$ cat config.mk
export PLATFORM = sky130hd
export DESIGN_NAME = seg7_scan_ctrl
export DESIGN_NICKNAME = d
export VERILOG_FILES = /design/src/rtl/seg7_scan_ctrl.sv
export SDC_FILE = /design/constraint.sdc
export NUM_CORES = 1
export LEC_CHECK = 0
export BUFFER_PORTS_ARGS = -buffer_cell sky130_fd_sc_hd__buf_2
export CAP_MARGIN = 25
export CORE_MARGIN = 4
export CORE_UTILIZATION = 35
export CTS_CLUSTER_DIAMETER = 40
export CTS_CLUSTER_SIZE = 14
export DETAILED_ROUTE_END_ITERATION = 8
export PLACE_DENSITY_LB_ADDON = 0.1
export SKIP_CTS_REPAIR_TIMING = 1
export SYNTH_ARGS = -nofsm -noshare
export SYNTH_HDL_FRONTEND = slang
export SYNTH_SLANG_ARGS = --single-unit
$ cat constraint.sdc
create_clock -name clk -period 3.55 [get_ports clk]
set_input_delay 0 -clock clk [delete_from_list [all_inputs] [get_ports clk]]
set_output_delay 0 -clock clk [all_outputs]
set_load 0.005 [all_outputs]
$ cat src/rtl/seg7_scan_ctrl.sv
// Time-multiplexed 7-segment scan controller: double-buffered digits, leading-zero
// blanking, decimal points, invalid-digit flag. All outputs registered; one slot per CLK_DIV cycles.
module seg7_scan_ctrl #(
    parameter int NUM_DIGITS     = 8,
    parameter int CLK_DIV        = 10000,
    parameter int SEL_ACTIVE_LOW = 1
) (
    input  logic                    clk,
    input  logic                    rst,
    input  logic [4*NUM_DIGITS-1:0] bcd_in,
    input  logic [NUM_DIGITS-1:0]   dp_in,
    input  logic                    load,
    input  logic                    lzb_en,
    output logic [3:0]              digit_out,
    output logic [NUM_DIGITS-1:0]   digit_sel,
    output logic                    dp_out,
    output logic                    frame_done,
    output logic                    err
);
    localparam int PW = $clog2(CLK_DIV);
    localparam int IW = $clog2(NUM_DIGITS);
    localparam logic [PW-1:0] PRE_MAX = PW'(CLK_DIV - 1);
    localparam logic [IW-1:0] IDX_MAX = IW'(NUM_DIGITS - 1);
    localparam logic [NUM_DIGITS-1:0] SEL_IDLE =
        (SEL_ACTIVE_LOW != 0) ? {NUM_DIGITS{1'b1}} : {NUM_DIGITS{1'b0}};
    localparam logic [NUM_DIGITS-1:0] SEL_ONE = {{(NUM_DIGITS-1){1'b0}}, 1'b1};

    typedef logic [NUM_DIGITS-1:0][3:0] digits_t;

    logic [PW-1:0]         prescaler_q, prescaler_d;
    logic [IW-1:0]         idx_q, idx_d;
    digits_t               active_q, active_d, pending_q;
    logic [NUM_DIGITS-1:0] active_dp_q, active_dp_d, pending_dp_q;
    logic                  pending_valid_q;
    logic                  tick, boundary, bad_in, blank, run;
    logic [NUM_DIGITS-1:0] lead_zero, sel_on;
    logic [3:0]            cur_digit;
    digits_t               bcd_digits;

    assign bcd_digits = bcd_in;

    always_comb begin
        tick        = (prescaler_q == PRE_MAX);
        boundary    = tick && (idx_q == IDX_MAX);
        prescaler_d = tick ? '0 : prescaler_q + 1'b1;
        idx_d       = idx_q;
        if (tick) begin
            idx_d = (idx_q == IDX_MAX) ? '0 : idx_q + 1'b1;
        end

        // A load on the boundary edge wins over anything still pending.
        active_d    = active_q;
        active_dp_d = active_dp_q;
        if (boundary) begin
            if (load) begin
                active_d    = bcd_digits;
                active_dp_d = dp_in;
            end else if (pending_valid_q) begin
                active_d    = pending_q;
                active_dp_d = pending_dp_q;
            end
        end

        bad_in = 1'b0;
        for (int j = 0; j < NUM_DIGITS; j++) begin
            if (bcd_digits[j] > 4'd9) bad_in = 1'b1;
        end

        // lead_zero[j]: every digit from the top down to j is zero with no dp lit.
        run       = 1'b1;
        lead_zero = '0;
        for (int j = NUM_DIGITS - 1; j >= 0; j--) begin
            run          = run && (active_d[j] == 4'd0) && !active_dp_d[j];
            lead_zero[j] = run;
        end

        // Outputs are computed from next-state so they show the new slot on the tick edge.
        cur_digit = active_d[idx_d];
        blank     = (cur_digit > 4'd9) || (lzb_en && (idx_d != '0) && lead_zero[idx_d]);
        sel_on    = blank ? '0 : (SEL_ONE << idx_d);
    end

    always_ff @(posedge clk or posedge rst) begin
        if (rst) begin
            prescaler_q     <= '0;
            idx_q           <= '0;
            active_q        <= '0;
            active_dp_q     <= '0;
            pending_q       <= '0;
            pending_dp_q    <= '0;
            pending_valid_q <= 1'b0;
            err             <= 1'b0;
            digit_out       <= 4'd0;
            dp_out          <= 1'b0;
            frame_done      <= 1'b0;
            digit_sel       <= SEL_IDLE;
        end else begin
            prescaler_q <= prescaler_d;
            idx_q       <= idx_d;
            active_q    <= active_d;
            active_dp_q <= active_dp_d;
            if (boundary) begin
                pending_valid_q <= 1'b0;
            end else if (load) begin
                pending_q       <= bcd_digits;
                pending_dp_q    <= dp_in;
                pending_valid_q <= 1'b1;
            end
            err        <= err | (load & bad_in);
            frame_done <= boundary;
            digit_out  <= blank ? 4'd0 : cur_digit;
            dp_out     <= blank ? 1'b0 : active_dp_d[idx_d];
            digit_sel  <= sel_on ^ SEL_IDLE;
        end
    end
endmodule

-- After elaboration in Yosys (flattened, before gate mapping)
Index checks and enable logic that the tools add are counted.
- bits in registers: 113
- output and inout bits: 15
- word-level logic and storage cells: 111
- add/sub/neg operators: 2
- $lt $le $gt $ge: 10
- eq/ne operators: 2
- shift operators: 1
- muxes and demuxes: 28
- bitwise operators: 4
- reduce and logical (&&, ||, !) cells: 38
- operators with widths (kind ; number):
    $mux W32 ; 3
    $gt A4 B4 Y1 const B ; 9
    $logic_not A4 Y1 ; 8
    $mux W8 ; 4
    $logic_and A1 B1 Y1 ; 18
    $add A14 B1 Y14 const B ; 1
    $eq A14 B14 Y1 const B ; 1
    $mux W14 ; 1
    $mux W1 ; 13
    $bmux W4 S3 ; 1
    $logic_not A1 Y1 ; 8
    $mux W4 ; 2
    $not A8 Y8 ; 1
    $shl A1 B3 Y8 const A ; 1
    $bmux W1 S3 ; 2
    $mux W3 ; 2
    $lt A3 B4 Y1 const B ; 1
    $add A3 B1 Y3 const B ; 1
    $eq A3 B3 Y1 const B ; 1
    $reduce_bool A3 Y1 ; 1
    $reduce_and A2 Y1 ; 1
    $reduce_bool A2 Y1 ; 1
    $and A1 B1 Y1 ; 1
    $logic_or A1 B1 Y1 ; 1
    other kinds (2) ; 2

-- Depth between registers and ports, before layout
Gate-level depths: netlist of the first run.
- depth after elaboration: 25
- gate-level depth with buffers: 13
- gate-level depth less buffers: 12

-- Least setup slack after synthesis of the first run
No wires, ideal clock.
- path kind: flip-flop to flip-flop
- start: reg idx_q[0]
- end: reg digit_sel[3]
- library setup time: 0.066 ns
- arrival: 3.023 ns
- path slack: 0.461 ns
- cell stages (with the launch flop): 12
- path buffers: 0
- period minus slack after synthesis: 3.089 ns
- cell sequence: dfrtp_1 ha_1 ha_1 nor4b_2 nand4_2 nor2_1 a221o_1 or4b_1 or4_4 a2111oi_4 nand4_2 nand4_1
- word-level cells in the longest chain between the ends: 25
- ends and longest elaborated chain (element ; RTL line ; text):
    start: declaration ; 31 ; logic [IW-1:0] idx_q, idx_d;
    start signal: assignment ; 99 ; idx_q <= idx_d;
    $eq A3 B3 Y1 * ; 44 ; boundary = tick && (idx_q == IDX_MAX);
    $logic_and A1 B1 Y1 * ; 44 ;
    $mux W8 * ; 54 ; if (boundary) begin
    via active_dp_d[7] ; 33 ; logic [NUM_DIGITS-1:0] active_dp_q, active_dp_d, pending_dp_q;
    $logic_not A1 Y1 * ; 73 ; run = run && (active_d[j] == 4'd0) && !active_dp_d[j];
    $logic_and A1 B1 Y1 * ; 73 ;
    $logic_and A1 B1 Y1 (14 in series) ; 73 ;
    $bmux W1 S3 * ; 79 ; blank = (cur_digit > 4'd9) || (lzb_en && (idx_d != '0) && lead_zero[idx_d]);
    $mux W1 (not written as such) * ; 79 ;
    $logic_and A1 B1 Y1 * ; 79 ;
    $logic_or A1 B1 Y1 * ; 79 ;
    $mux W8 * ; 80 ; sel_on = blank ? '0 : (SEL_ONE << idx_d);
    $not A8 Y8 (no line) * ; n/a ;
    end signal: assignment ; 113 ; digit_sel <= sel_on ^ SEL_IDLE;
    end: declaration ; 15 ; output logic [NUM_DIGITS-1:0] digit_sel,
Mark *: on every way through the listed nets, which the timed path passes. The rest lies on a longest branch. The select of a mux whose other input is x is not followed.
A chain may end at the register's enable or synchronous reset.

==> results of run 1 <==
path summary, 6_finish.rpt:
path,start,endpoint,slack (ns),cells after the start
setup / recovery,idx_q[1],digit_sel[1],0.17,12
hold / removal,lzb_en,digit_sel[2],0.19,6
setup reg to reg,idx_q[1],digit_sel[1],0.17,12
hold reg to reg,prescaler_q[0],prescaler_q[0],0.46,1
max in group asynchronous,rst,pending_q[16],2.35,4
min in group asynchronous,rst,pending_q[27],0.32,3
worst min-delay path: cells and delay by family:
kind	cells	cell delay, ns
buffers and inverters	1	0.11
AND/OR/NAND/NOR	4	0.43
AO/OA/AOI/OAI	1	0.04
per-layer routing:
layer	wire, um	vias to the layer above	global-route usage (%)
met4	437	0	7.43
li1	-	2190	-
met1	8380	2341	28.3
met2	7970	134	30.1
met5	0	-	0
met3	860	28	5.59
cells in the final DEF (no fill, tap or decap), types with 4 or more instances in the layout:
master,Yosys,routed
sky130_fd_sc_hd__or2_2,4,4
sky130_fd_sc_hd__nand4_1,6,6
sky130_fd_sc_hd__and2_1,5,5
sky130_fd_sc_hd__xor2_1,6,6
sky130_fd_sc_hd__dlygate4sd3_1,0,41
sky130_fd_sc_hd__a211oi_1,6,6
sky130_fd_sc_hd__o32a_1,5,5
sky130_fd_sc_hd__dfstp_2,8,8
sky130_fd_sc_hd__nand3_1,9,9
sky130_fd_sc_hd__nand2_1,40,39
sky130_fd_sc_hd__mux2_2,38,38
sky130_fd_sc_hd__o32ai_1,6,6
sky130_fd_sc_hd__nor3_1,13,13
sky130_fd_sc_hd__dfrtp_1,105,105
sky130_fd_sc_hd__buf_4,1,43
sky130_fd_sc_hd__a221o_1,12,12
sky130_fd_sc_hd__a211o_1,4,4
sky130_fd_sc_hd__o221a_2,4,4
sky130_fd_sc_hd__clkbuf_16,0,17
sky130_fd_sc_hd__inv_1,15,14
sky130_fd_sc_hd__bufinv_16,0,4
sky130_fd_sc_hd__a21oi_1,11,11
sky130_fd_sc_hd__nand2b_1,9,9
sky130_fd_sc_hd__o22ai_1,8,8
sky130_fd_sc_hd__nor2_1,41,40
sky130_fd_sc_hd__clkinv_2,0,4
sky130_fd_sc_hd__mux2i_1,7,7
sky130_fd_sc_hd__a22oi_1,6,6
sky130_fd_sc_hd__xnor2_1,5,5
sky130_fd_sc_hd__a31oi_1,4,4
sky130_fd_sc_hd__buf_2,8,58
sky130_fd_sc_hd__o21ai_0,30,30
sky130_fd_sc_hd__nor2b_1,14,14
through the flow:
step	cells	util [%]	total power, mW
2_1_floorplan	517	-	1.49
3_3_place_gp	802	41.3	1.58
3_5_place_dp	802	41.3	1.59
4_1_cts	834	45.4	3.44
5_1_grt	877	48.4	3.55
6_report	877	48.4	3.43
cells by family after synthesis:
| kind of cell | after synthesis |
|---|---|
| flip-flops | 113 |
| AO/OA/AOI/OAI | 126 |
| multiplexers | 46 |
| XOR/XNOR | 11 |
| AND/OR/NAND/NOR | 172 |
| buffers and inverters | 46 |
| adder cells (fa/ha/maj) | 3 |
cells in the mapped netlist (6+ instances only):
master and n:
sky130_fd_sc_hd__a211oi_1 6, sky130_fd_sc_hd__a21oi_1 11, sky130_fd_sc_hd__a221o_1 12, sky130_fd_sc_hd__a22oi_1 6, sky130_fd_sc_hd__buf_2 8, sky130_fd_sc_hd__clkbuf_1 15, sky130_fd_sc_hd__dfrtp_1 105, sky130_fd_sc_hd__dfstp_2 8
sky130_fd_sc_hd__inv_1 15, sky130_fd_sc_hd__mux2_2 38, sky130_fd_sc_hd__mux2i_1 7, sky130_fd_sc_hd__nand2_1 40, sky130_fd_sc_hd__nand2b_1 9, sky130_fd_sc_hd__nand3_1 9, sky130_fd_sc_hd__nand4_1 6, sky130_fd_sc_hd__nor2_1 41
sky130_fd_sc_hd__nor2b_1 14, sky130_fd_sc_hd__nor3_1 13, sky130_fd_sc_hd__o21ai_0 30, sky130_fd_sc_hd__o22ai_1 8, sky130_fd_sc_hd__o32ai_1 6, sky130_fd_sc_hd__xor2_1 6
report_power, final:
part           internal [mW]  switching [mW]
Combinational          0.113           0.110
Clock                   1.22           0.610
Sequential              1.34          0.0315
flip-flops by register name (all words and copies together), names as in the netlist:
name,flops
idx_q,3
active_q,32
prescaler_q,14
frame_done,1
pending_dp_q,8
digit_sel,8
digit_out,4
err,1
pending_valid_q,1
dp_out,1
pending_q,32
active_dp_q,8
cell type report:
class / instances / share of cell area, %
multi-input cells: 358 / 34.5
repair buffers: 144 / 14.3
well taps: 211 / 3.55
flip-flops and latches: 113 / 38.2
clock inverters: 10 / 2.10
inverters: 19 / 1.03
clock buffers: 22 / 6.38
==> reports/qor.csv, run 1 <==
stage,metric,value,unit
global_route,grt_start_max_net_pins,70,
synth,synth.net_count,564,
place,placement.cell_area,0.00635,mm2
outcome,status,completed,
worst_setup_path,timing.critical_path.to_type,flip-flop,
die,dieArea,0.0180,mm2
layout,area.growth.synth_to_final,33.8,%
sta,hold-worst-slack,0.185,ns
synth,synth_fa_ha_area_share,0.676,%
pwr,power-per-cell-area,462,mW/mm2
layout,final_layout_size_suffix_gt1_share,31.5,%
sta,slew_headroom,42.8,%
global_route,grt_first_pass_wirelength,27.5,mm
worst_setup_path,timing.critical_path.max_delay_family,simple AND/OR/NAND/NOR gates,
drt,drt-initial-drc-count,313,
global_route,grt_util_all_layers,20.2,%
layout,design.final.nets,700,
synth,mappedNetlistArea,0.00556,mm2
layout,area.sequential,0.00284,mm2
synth,yosys.area_share.xor_xnor,1.73,%
die,initial_util,36.1,%
sta,slew_violations,0,
place,place.port_buffers,58,
clocking,clock_slew_seen_by_the_registers_of_the_worst_setup_and_hold_paths,0.05,ns
layout,final_area,0.00743,mm2
clocking,maximum_clock_path_buffer_count,2,
synth,netlist_instances,517,
die,core-area,0.0154,mm2
worst_setup_path,cp.buffers_inverters,1,
place,place.detailed.hpwl,12.9,mm
synth,synth_simple_gate_area_share,16.8,%
synth,async_reset_ff_share,100,%
pwr,maximum_vdd_drop,0.000349,V
global_route,first_global_vias,4685,
sta,fin_crit,3.38,ns
place,place_congestion,0.944,
worst_setup_path,cp-start-kind,flip-flop,
pwr,cellLeakagePower,3.32,nW
drt,vias,4693,
synth,synth_warn,0,
synth,synth.area.mux_share,9.21,%
synth,yosys_register_bits,113,
sta,worst_pin_slew,0.857,ns
worst_setup_path,setup.worst_path.class,reg -> reg,
clocking,cts-buffers-inserted,17,
sta,max_freq,0.295,GHz
synth,synth_top_area_share,47.3,%
layout,antenna_cells,0,
clocking,tritoncts_clock_tree,built,
synth,synth.area.top_cells,"sky130_fd_sc_hd__dfrtp_1 47%, sky130_fd_sc_hd__mux2_2 7.7%, sky130_fd_sc_hd__dfstp_2 3.8%, sky130_fd_sc_hd__nor2_1 2.8%, sky130_fd_sc_hd__nand2_1 2.7%",
hold_path,hold_path_class,in -> reg,
worst_setup_path,worstPathArrival,3.74,ns
synth,synth_edf_count,0,
clocking,h_tree_depth,4,
job,maxCapViolCount,0,
worst_setup_path,worstPathRequired,3.90,ns
synth,synth_flop_cell,sky130_fd_sc_hd__dfrtp_1,
clocking,cts_num_sinks,113,
global_route,overflow_after_grt,0,
synth,ys_seq_area_share,51.1,%
die,die_w,134,um
synth,synth.lib_cells_used.distinct,67,
worst_setup_path,highest_delay_cell_along_the_critical_path,sky130_fd_sc_hd__or4b_1,
sta,clock-skew-final,0.00824,ns
die,floorplan.rows,45,
drt,drt_drc_violations_left,0,
die,die_height,134,um
drt,drt_pass1_iterations,4,
sta,report.final.hold_viol_count,0,
drt,routed_wirelength,17.6,mm
worst_setup_path,critical_path_peak_fanout,7,
sta,timing.final.crit_share,95.3,%
drt,postRouteAntennaNets,0,
sta,finalSetupTns,0,ns
layout,count_of_filler_cells_inserted_in_the_layout,1432,
global_route,antenna_found_initial,0,
clocking,cts-root-buf,sky130_fd_sc_hd__clkbuf_16,
sta,final_critical_path_setup_slack,0.166,ns
clocking,worst_skew_pair.late_latency,0.42,ns
sta,setup_viol,0,
layout,multi_input_comb_area,0.00256,mm2
die,floorplan.io_pins,59,
synth,post_synth.cell_area_avg,10.7,um2
worst_setup_path,critical_path.cell_chain,ha_1 > ha_1 > nor4b_4 > nand4_2 > buf_4 > nor3_1 > nor3_1 > or4b_1 > or4_4 > a2111oi_4 > nand4_2 > nand3_1,
synth,dominant_combinational_cell_family_by_area_after_synthesis,compound AO/OA/AOI/OAI gates,
place,dp_worst_setup_slack,0.175,ns
sta,grt_setup_unrepaired,no,
synth,synth_compound_area_share,17.1,%
synth,yosysTopAreaCell,sky130_fd_sc_hd__dfrtp_1,
worst_setup_path,critPathMaxStageDelay,0.51,ns
drt,wire_per_inst,20.1,um
drt,via_count_normalized_by_instance_count,5.35,
No activity file was read; power rests on OpenSTA's default activity.
==> run 2: changes to the inputs <==
==> constraint.sdc (replaced) <==
create_clock -name clk -period 4.36 [get_ports clk]
set_input_delay 0 -clock clk [delete_from_list [all_inputs] [get_ports clk]]
set_output_delay 0 -clock clk [all_outputs]
set_load 0.005 [all_outputs]
==> reports/qor.csv, run 2 (same netlist as run 1, synthesis figures left out) <==
stage,metric,value,unit,change
place,place_congestion,0.929,,-1.6%
sta,worst_pin_slew,0.788,ns,-0.0697 ns
worst_setup_path,critical_path.cell_chain,ha_1 > ha_1 > nor4b_2 > nand4_2 > nor2_1 > buf_4 > a211o_1 > a211oi_1 > a2111oi_0 > o21bai_1 > nand2_1 > o311a_1,,
clocking,clock_slew_seen_by_the_registers_of_the_worst_setup_and_hold_paths,0.05,ns,about the same
sta,finalSetupTns,0,ns,unchanged
die,floorplan.rows,45,,unchanged
worst_setup_path,cp-start-kind,flip-flop,,
global_route,overflow_after_grt,0,,unchanged
clocking,cts_num_sinks,113,,unchanged
hold_path,hold_path_class,in -> reg,,
sta,slew_violations,0,,unchanged
clocking,cts-buffers-inserted,17,,unchanged
clocking,tritoncts_clock_tree,built,,
sta,clock-skew-final,0.00716,ns,-0.00107 ns
layout,final_layout_size_suffix_gt1_share,28.5,%,-3.0 points
worst_setup_path,highest_delay_cell_along_the_critical_path,sky130_fd_sc_hd__a2111oi_0,,
clocking,worst_skew_pair.late_latency,0.42,ns,about the same
global_route,grt_first_pass_wirelength,27.4,mm,-0.45%
clocking,maximum_clock_path_buffer_count,2,,unchanged
sta,fin_crit,4.07,ns,+0.681 ns
worst_setup_path,cpMostUsedCell,sky130_fd_sc_hd__ha_1,,
worst_setup_path,worstPathArrival,4.36,ns,+0.62 ns
layout,design.final.nets,675,,-3.6%
pwr,power-per-cell-area,381,mW/mm2,-17%
layout,final_common_cell,sky130_fd_sc_hd__dfrtp_1,,
worst_setup_path,critical_path_peak_fanout,8,,+1
layout,antenna_cells,0,,unchanged
clocking,cts-root-buf,sky130_fd_sc_hd__clkbuf_16,,
die,initial_util,36.1,%,unchanged
die,floorplan.io_pins,59,,unchanged
worst_setup_path,cp.depth,12,,unchanged
worst_setup_path,cp.buffers_inverters,1,,unchanged
pwr,maximum_vdd_drop,0.000265,V,-24%
sta,max_freq,0.246,GHz,-17%
hold_path,holdPathStages,2,,-4
job,maxCapViolCount,0,,unchanged
drt,drt_drc_violations_left,0,,unchanged
die,die_w,134,um,unchanged
die,die_height,134,um,unchanged
global_route,grt_start_max_net_pins,61,,-13%
sta,grt_setup_unrepaired,no,,
drt,wire_per_inst,20.7,um,+3.0%
place,place.detailed.hpwl,12.6,mm,-2.3%
sta,timing.final.crit_share,93.2,%,-2.1 points
drt,vias,4664,,-0.62%
worst_setup_path,worst_reg_to_reg_path_cell_count,12,,unchanged
outcome,status,completed,,
clocking,h_tree_depth,4,,unchanged
layout,count_of_filler_cells_inserted_in_the_layout,1480,,+3.4%
sta,report.final.hold_viol_count,0,,unchanged
die,core-area,0.0154,mm2,unchanged
layout,area.growth.synth_to_final,29.2,%,
die,dieArea,0.0180,mm2,unchanged
drt,via_count_normalized_by_instance_count,5.47,,+2.3%
layout,layout.cells.most_common_list,"105 x sky130_fd_sc_hd__dfrtp_1, 58 x sky130_fd_sc_hd__buf_2, 41 x sky130_fd_sc_hd__nor2_1, 41 x sky130_fd_sc_hd__dlygate4sd3_1, 39 x sky130_fd_sc_hd__nand2_1",,
place,place.port_buffers,58,,unchanged
sta,slew_headroom,47.5,%,+4.6 points
pwr,cellLeakagePower,3.18,nW,-4.2%
layout,area.sequential,0.00284,mm2,unchanged
worst_setup_path,worstPathRequired,4.65,ns,+0.75 ns
layout,top_flop_regs,"active_q: 32 flops, pending_q: 32 flops, prescaler_q: 14 flops",,
layout,multi_input_comb_area,0.00253,mm2,-1.1%
drt,drt_pass1_iterations,5,,+1
global_route,first_global_vias,4569,,-2.5%
place,placement.cell_area,0.00615,mm2,-3.1%
layout,final_area,0.00718,mm2,-3.5%
worst_setup_path,setup.worst_path.class,reg -> reg,,
global_route,antenna_found_initial,0,,unchanged
drt,postRouteAntennaNets,0,,unchanged
worst_setup_path,critPathMaxStageDelay,0.69,ns,+0.18 ns
sta,setup_viol,0,,unchanged
worst_setup_path,timing.critical_path.to_type,flip-flop,,
global_route,grt_util_all_layers,20.3,%,+0.054 points
worst_setup_path,timing.critical_path.max_delay_family,compound AO/OA/AOI/OAI gates,,
drt,routed_wirelength,17.7,mm,+0.10%
drt,drt-initial-drc-count,307,,-1.9%
-- run 2: power breakdown --
part	internal (mW)	total (mW)	leakage, nW	switching, mW
logic	0.0876	0.176	1.48	0.0886
registers	1.09	1.12	1.39	0.0245
clock network	0.954	1.44	0.306	0.486
total	2.13	2.73	3.18	0.599
-- run 2: per-layer routing --
| layer | track usage, % | vias up | wire length (um) |
|---|---|---|---|
| li1 | - | 2142 | - |
| met1 | 28.6 | 2346 | 8220 |
| met2 | 30.9 | 154 | 8090 |
| met3 | 5.40 | 22 | 1010 |
| met4 | 5.83 | 0 | 337 |
| met5 | 0 | - | 0 |
-- run 2: area by class of cell --
cell class / instances / area share, %
sequential: 113 / 39.5
multi-input combinational: 358 / 35.3
timing repair buffer: 119 / 11.9
clock buffer: 22 / 6.75
tap: 211 / 3.68
clock inverter: 10 / 1.83
inverter: 19 / 1.03
-- run 2: through the flow --
step | utilization (%) | cells | hold WS [ns] | power (mW) | worst slack, ns
2_1_floorplan | - | 517 | 0.146 | 1.21 | 1.27
3_3_place_gp | 40.0 | 779 | 0.247 | 1.28 | 0.626
3_5_place_dp | 40.0 | 779 | 0.257 | 1.29 | 0.397
4_1_cts | 44.0 | 811 | -0.186 | 2.74 | 0.374
5_1_grt | 46.7 | 852 | 0.228 | 2.84 | 0.00769
6_report | 46.7 | 852 | 0.207 | 2.73 | 0.295
-- run 2: path summary, 6_finish.rpt --
kind | from | end | slack, ns
max in group asynchronous | rst | pending_q[16] | 3.44
min | load | active_q[24] | 0.21
max reg2reg | idx_q[1] | digit_out[0] | 0.29
min in group asynchronous | rst | digit_out[3] | 0.36
min reg2reg | err | err | 0.47
max | idx_q[1] | digit_out[0] | 0.29
-- run 2: worst register-to-register path, stage by stage (launching register included) --
cell	delay, ns
sky130_fd_sc_hd__dfrtp_1	0.41
sky130_fd_sc_hd__ha_1	0.18
sky130_fd_sc_hd__ha_1	0.33
sky130_fd_sc_hd__nor4b_2	0.34
sky130_fd_sc_hd__nand4_2	0.16
sky130_fd_sc_hd__nor2_1	0.62
sky130_fd_sc_hd__buf_4	0.27
sky130_fd_sc_hd__a211o_1	0.16
sky130_fd_sc_hd__a211oi_1	0.08
sky130_fd_sc_hd__a2111oi_0	0.69
sky130_fd_sc_hd__o21bai_1	0.27
sky130_fd_sc_hd__nand2_1	0.25
sky130_fd_sc_hd__o311a_1	0.18
==> run 3: changes to the inputs <==
--- a/config.mk
+++ b/config.mk
@@ -9,6 +9,7 @@
 export CAP_MARGIN = 25
 export CORE_MARGIN = 4
 export CORE_UTILIZATION = 35
+export CTS_BUF_LIST = sky130_fd_sc_hd__clkbuf_4
 export CTS_CLUSTER_DIAMETER = 40
 export CTS_CLUSTER_SIZE = 14
 export DETAILED_ROUTE_END_ITERATION = 8
==> constraint.sdc (replaced) <==
create_clock -name clk -period 5.2 [get_ports clk]
set_input_delay 0 -clock clk [delete_from_list [all_inputs] [get_ports clk]]
set_output_delay 0 -clock clk [all_outputs]
set_load 0.005 [all_outputs]
==> reports/qor.csv, run 3 (same netlist as run 1, synthesis figures left out) <==
stage,metric,value,unit,change
outcome,status,completed,,
worst_setup_path,critical_path.cell_chain,ha_1 > and3_1 > nand4_2 > nor2_1 > buf_4 > a221o_1 > o32ai_1 > a2111oi_0 > o21bai_1 > nand2_1 > o311a_1,,
sta,finalSetupTns,0,ns,unchanged
global_route,grt_start_max_net_pins,70,,+15%
drt,vias,4613,,-1.1%
place,place.port_buffers,58,,unchanged
worst_setup_path,critPathMaxStageDelay,0.78,ns,+0.09 ns
sta,grt_setup_unrepaired,no,,
clocking,cts-root-buf,sky130_fd_sc_hd__clkbuf_4,,
drt,routed_wirelength,17.2,mm,-2.6%
place,place_congestion,0.954,,+2.7%
sta,report.final.hold_viol_count,0,,unchanged
layout,design.final.nets,667,,-1.2%
layout,final_common_cell,sky130_fd_sc_hd__dfrtp_1,,
global_route,grt_util_all_layers,19.8,%,-0.52 points
hold_path,hold_path_class,in -> async,,
sta,clock-skew-final,0.0173,ns,+0.0102 ns
worst_setup_path,cp.buffers_inverters,1,,unchanged
place,place.detailed.hpwl,12.3,mm,-2.2%
drt,postRouteAntennaNets,0,,unchanged
global_route,first_global_vias,4607,,+0.83%
worst_setup_path,timing.critical_path.max_delay_family,simple AND/OR/NAND/NOR gates,,
pwr,maximum_vdd_drop,0.000146,V,-45%
clocking,tritoncts_clock_tree,built,,
layout,final_area,0.00683,mm2,-4.8%
pwr,power-per-cell-area,263,mW/mm2,-31%
worst_setup_path,worstPathRequired,5.61,ns,+0.96 ns
clocking,cts_num_sinks,113,,unchanged
global_route,grt_first_pass_wirelength,27.2,mm,-0.68%
sta,slew_violations,0,,unchanged
sta,max_freq,0.246,GHz,about the same
worst_setup_path,critical_path_peak_fanout,12,,+4
pwr,cellLeakagePower,3.00,nW,-5.8%
place,placement.cell_area,0.00609,mm2,-0.90%
worst_setup_path,worstPathArrival,4.48,ns,+0.12 ns
die,dieArea,0.0180,mm2,unchanged
sta,timing.final.crit_share,78.3,%,-15 points
die,floorplan.rows,45,,unchanged
drt,drt-initial-drc-count,382,,+24%
drt,drt_pass1_iterations,4,,-1
layout,area.growth.synth_to_final,22.9,%,
drt,drt_drc_violations_left,0,,unchanged
die,floorplan.io_pins,59,,unchanged
worst_setup_path,cp-start-kind,flip-flop,,
drt,wire_per_inst,20.4,um,-1.8%
clocking,maximum_clock_path_buffer_count,2,,unchanged
worst_setup_path,highest_delay_cell_along_the_critical_path,sky130_fd_sc_hd__nor2_1,,
clocking,h_tree_depth,4,,unchanged
sta,worst_pin_slew,1.03,ns,+0.241 ns
sta,slew_headroom,29.5,%,-18 points
die,core-area,0.0154,mm2,unchanged
global_route,antenna_found_initial,1,,+1
job,maxCapViolCount,0,,unchanged
worst_setup_path,setup.reg_to_reg.worst_slack,1.13,ns,+0.84 ns
sta,setup_viol,0,,unchanged
drt,via_count_normalized_by_instance_count,5.46,,-0.27%
clocking,clock_slew_seen_by_the_registers_of_the_worst_setup_and_hold_paths,0.10,ns,+0.05 ns
worst_setup_path,setup.worst_path.class,reg -> reg,,
die,initial_util,36.1,%,unchanged
clocking,cts-buffers-inserted,17,,unchanged
die,die_w,134,um,unchanged
layout,final_layout_size_suffix_gt1_share,27.2,%,-1.3 points
die,die_height,134,um,unchanged
clocking,worst_skew_pair.late_latency,0.54,ns,+0.12 ns
sta,fin_crit,4.07,ns,+0.00399 ns
layout,layout.cells.most_common_list,"105 x sky130_fd_sc_hd__dfrtp_1, 58 x sky130_fd_sc_hd__buf_2, 41 x sky130_fd_sc_hd__nor2_1, 41 x sky130_fd_sc_hd__dlygate4sd3_1, 39 x sky130_fd_sc_hd__nand2_1",,
worst_setup_path,timing.critical_path.to_type,flip-flop,,
layout,top_flop_regs,"active_q: 32 flops, pending_q: 32 flops, prescaler_q: 14 flops",,
global_route,overflow_after_grt,0,,unchanged
==> run 3: cell count changes in the layout (fill, tap and decap cells not counted) <==
| cell | delta |
|---|---|
| sky130_fd_sc_hd__buf_12 | +1 |
| sky130_fd_sc_hd__clkbuf_4 | +18 |
| sky130_fd_sc_hd__clkinv_4 | -1 |
| sky130_fd_sc_hd__clkinv_1 | +3 |
| sky130_fd_sc_hd__clkinv_2 | -2 |
| sky130_fd_sc_hd__clkinvlp_4 | +2 |
| sky130_fd_sc_hd__clkbuf_16 | -17 |
| sky130_fd_sc_hd__bufinv_16 | +1 |
| sky130_fd_sc_hd__clkbuf_1 | -1 |
| sky130_fd_sc_hd__buf_4 | -10 |
| sky130_fd_sc_hd__diode_2 | +2 |
| sky130_fd_sc_hd__clkbuf_8 | -3 |
==> run 3: final cells by class <==
type,instances,area [um2]
Antenna cell,2,5.00
Clock buffer,18,135
Clock inverter,13,169
Fill cell,1495,8540
Inverter,19,73.8
Multi-Input combinational cell,358,2530
Sequential cell,113,2840
Tap cell,211,264
Timing Repair Buffer,111,810
==> run 3: final timing paths <==
kind                                 from         endpoint  cells past startpoint
setup reg to reg           prescaler_q[0]     digit_out[0]                     11
min in group clk                     load              err                      3
max in group asynchronous             rst  pending_dp_q[3]                      4
hold / removal                        rst    pending_q[27]                      3
setup / recovery           prescaler_q[0]     digit_out[0]                     11
hold reg to reg            prescaler_q[0]   prescaler_q[0]                      1
==> run 3: through the flow <==
stage / hold WS, ns / utilization (%) / setup slack (ns) / total power, mW / cells
after floorplan: 0.146 / - / 2.11 / 1.02 / 517
after global routing: 0.0750 / 44.4 / 0.739 / 1.87 / 845
after detailed placement: 0.115 / 39.7 / 0.997 / 1.08 / 770
after CTS: -0.487 / 41.6 / 0.956 / 1.80 / 801
final: 0.0776 / 44.4 / 1.13 / 1.80 / 845
after global placement: 0.127 / 39.5 / 1.28 / 1.07 / 769
==> run 3: worst reg2reg max path, cell delays in order (launching register included) <==
cell	delay, ns
sky130_fd_sc_hd__dfrtp_1	0.38
sky130_fd_sc_hd__ha_1	0.20
sky130_fd_sc_hd__and3_1	0.37
sky130_fd_sc_hd__nand4_2	0.29
sky130_fd_sc_hd__nor2_1	0.78
sky130_fd_sc_hd__buf_4	0.35
sky130_fd_sc_hd__a221o_1	0.24
sky130_fd_sc_hd__o32ai_1	0.10
sky130_fd_sc_hd__a2111oi_0	0.57
sky130_fd_sc_hd__o21bai_1	0.26
sky130_fd_sc_hd__nand2_1	0.24
sky130_fd_sc_hd__o311a_1	0.17
==> run 3: where the power goes <==
part | switching [mW] | internal (mW) | total, mW
registers | 0.0210 | 0.914 | 0.935
clock network | 0.339 | 0.376 | 0.715
logic | 0.0740 | 0.0740 | 0.148
==> run 3: routing by layer <==
metal | vias up | share of wire (%) | GRT usage, % | wire length (um)
li1 | 2134 | - | - | -
met5 | - | 0 | 0 | 0
met4 | 0 | 1.7 | 6.23 | 290
met3 | 22 | 4.7 | 4.43 | 802
met1 | 2313 | 48 | 28.0 | 8220
met2 | 144 | 46 | 30.2 | 7890
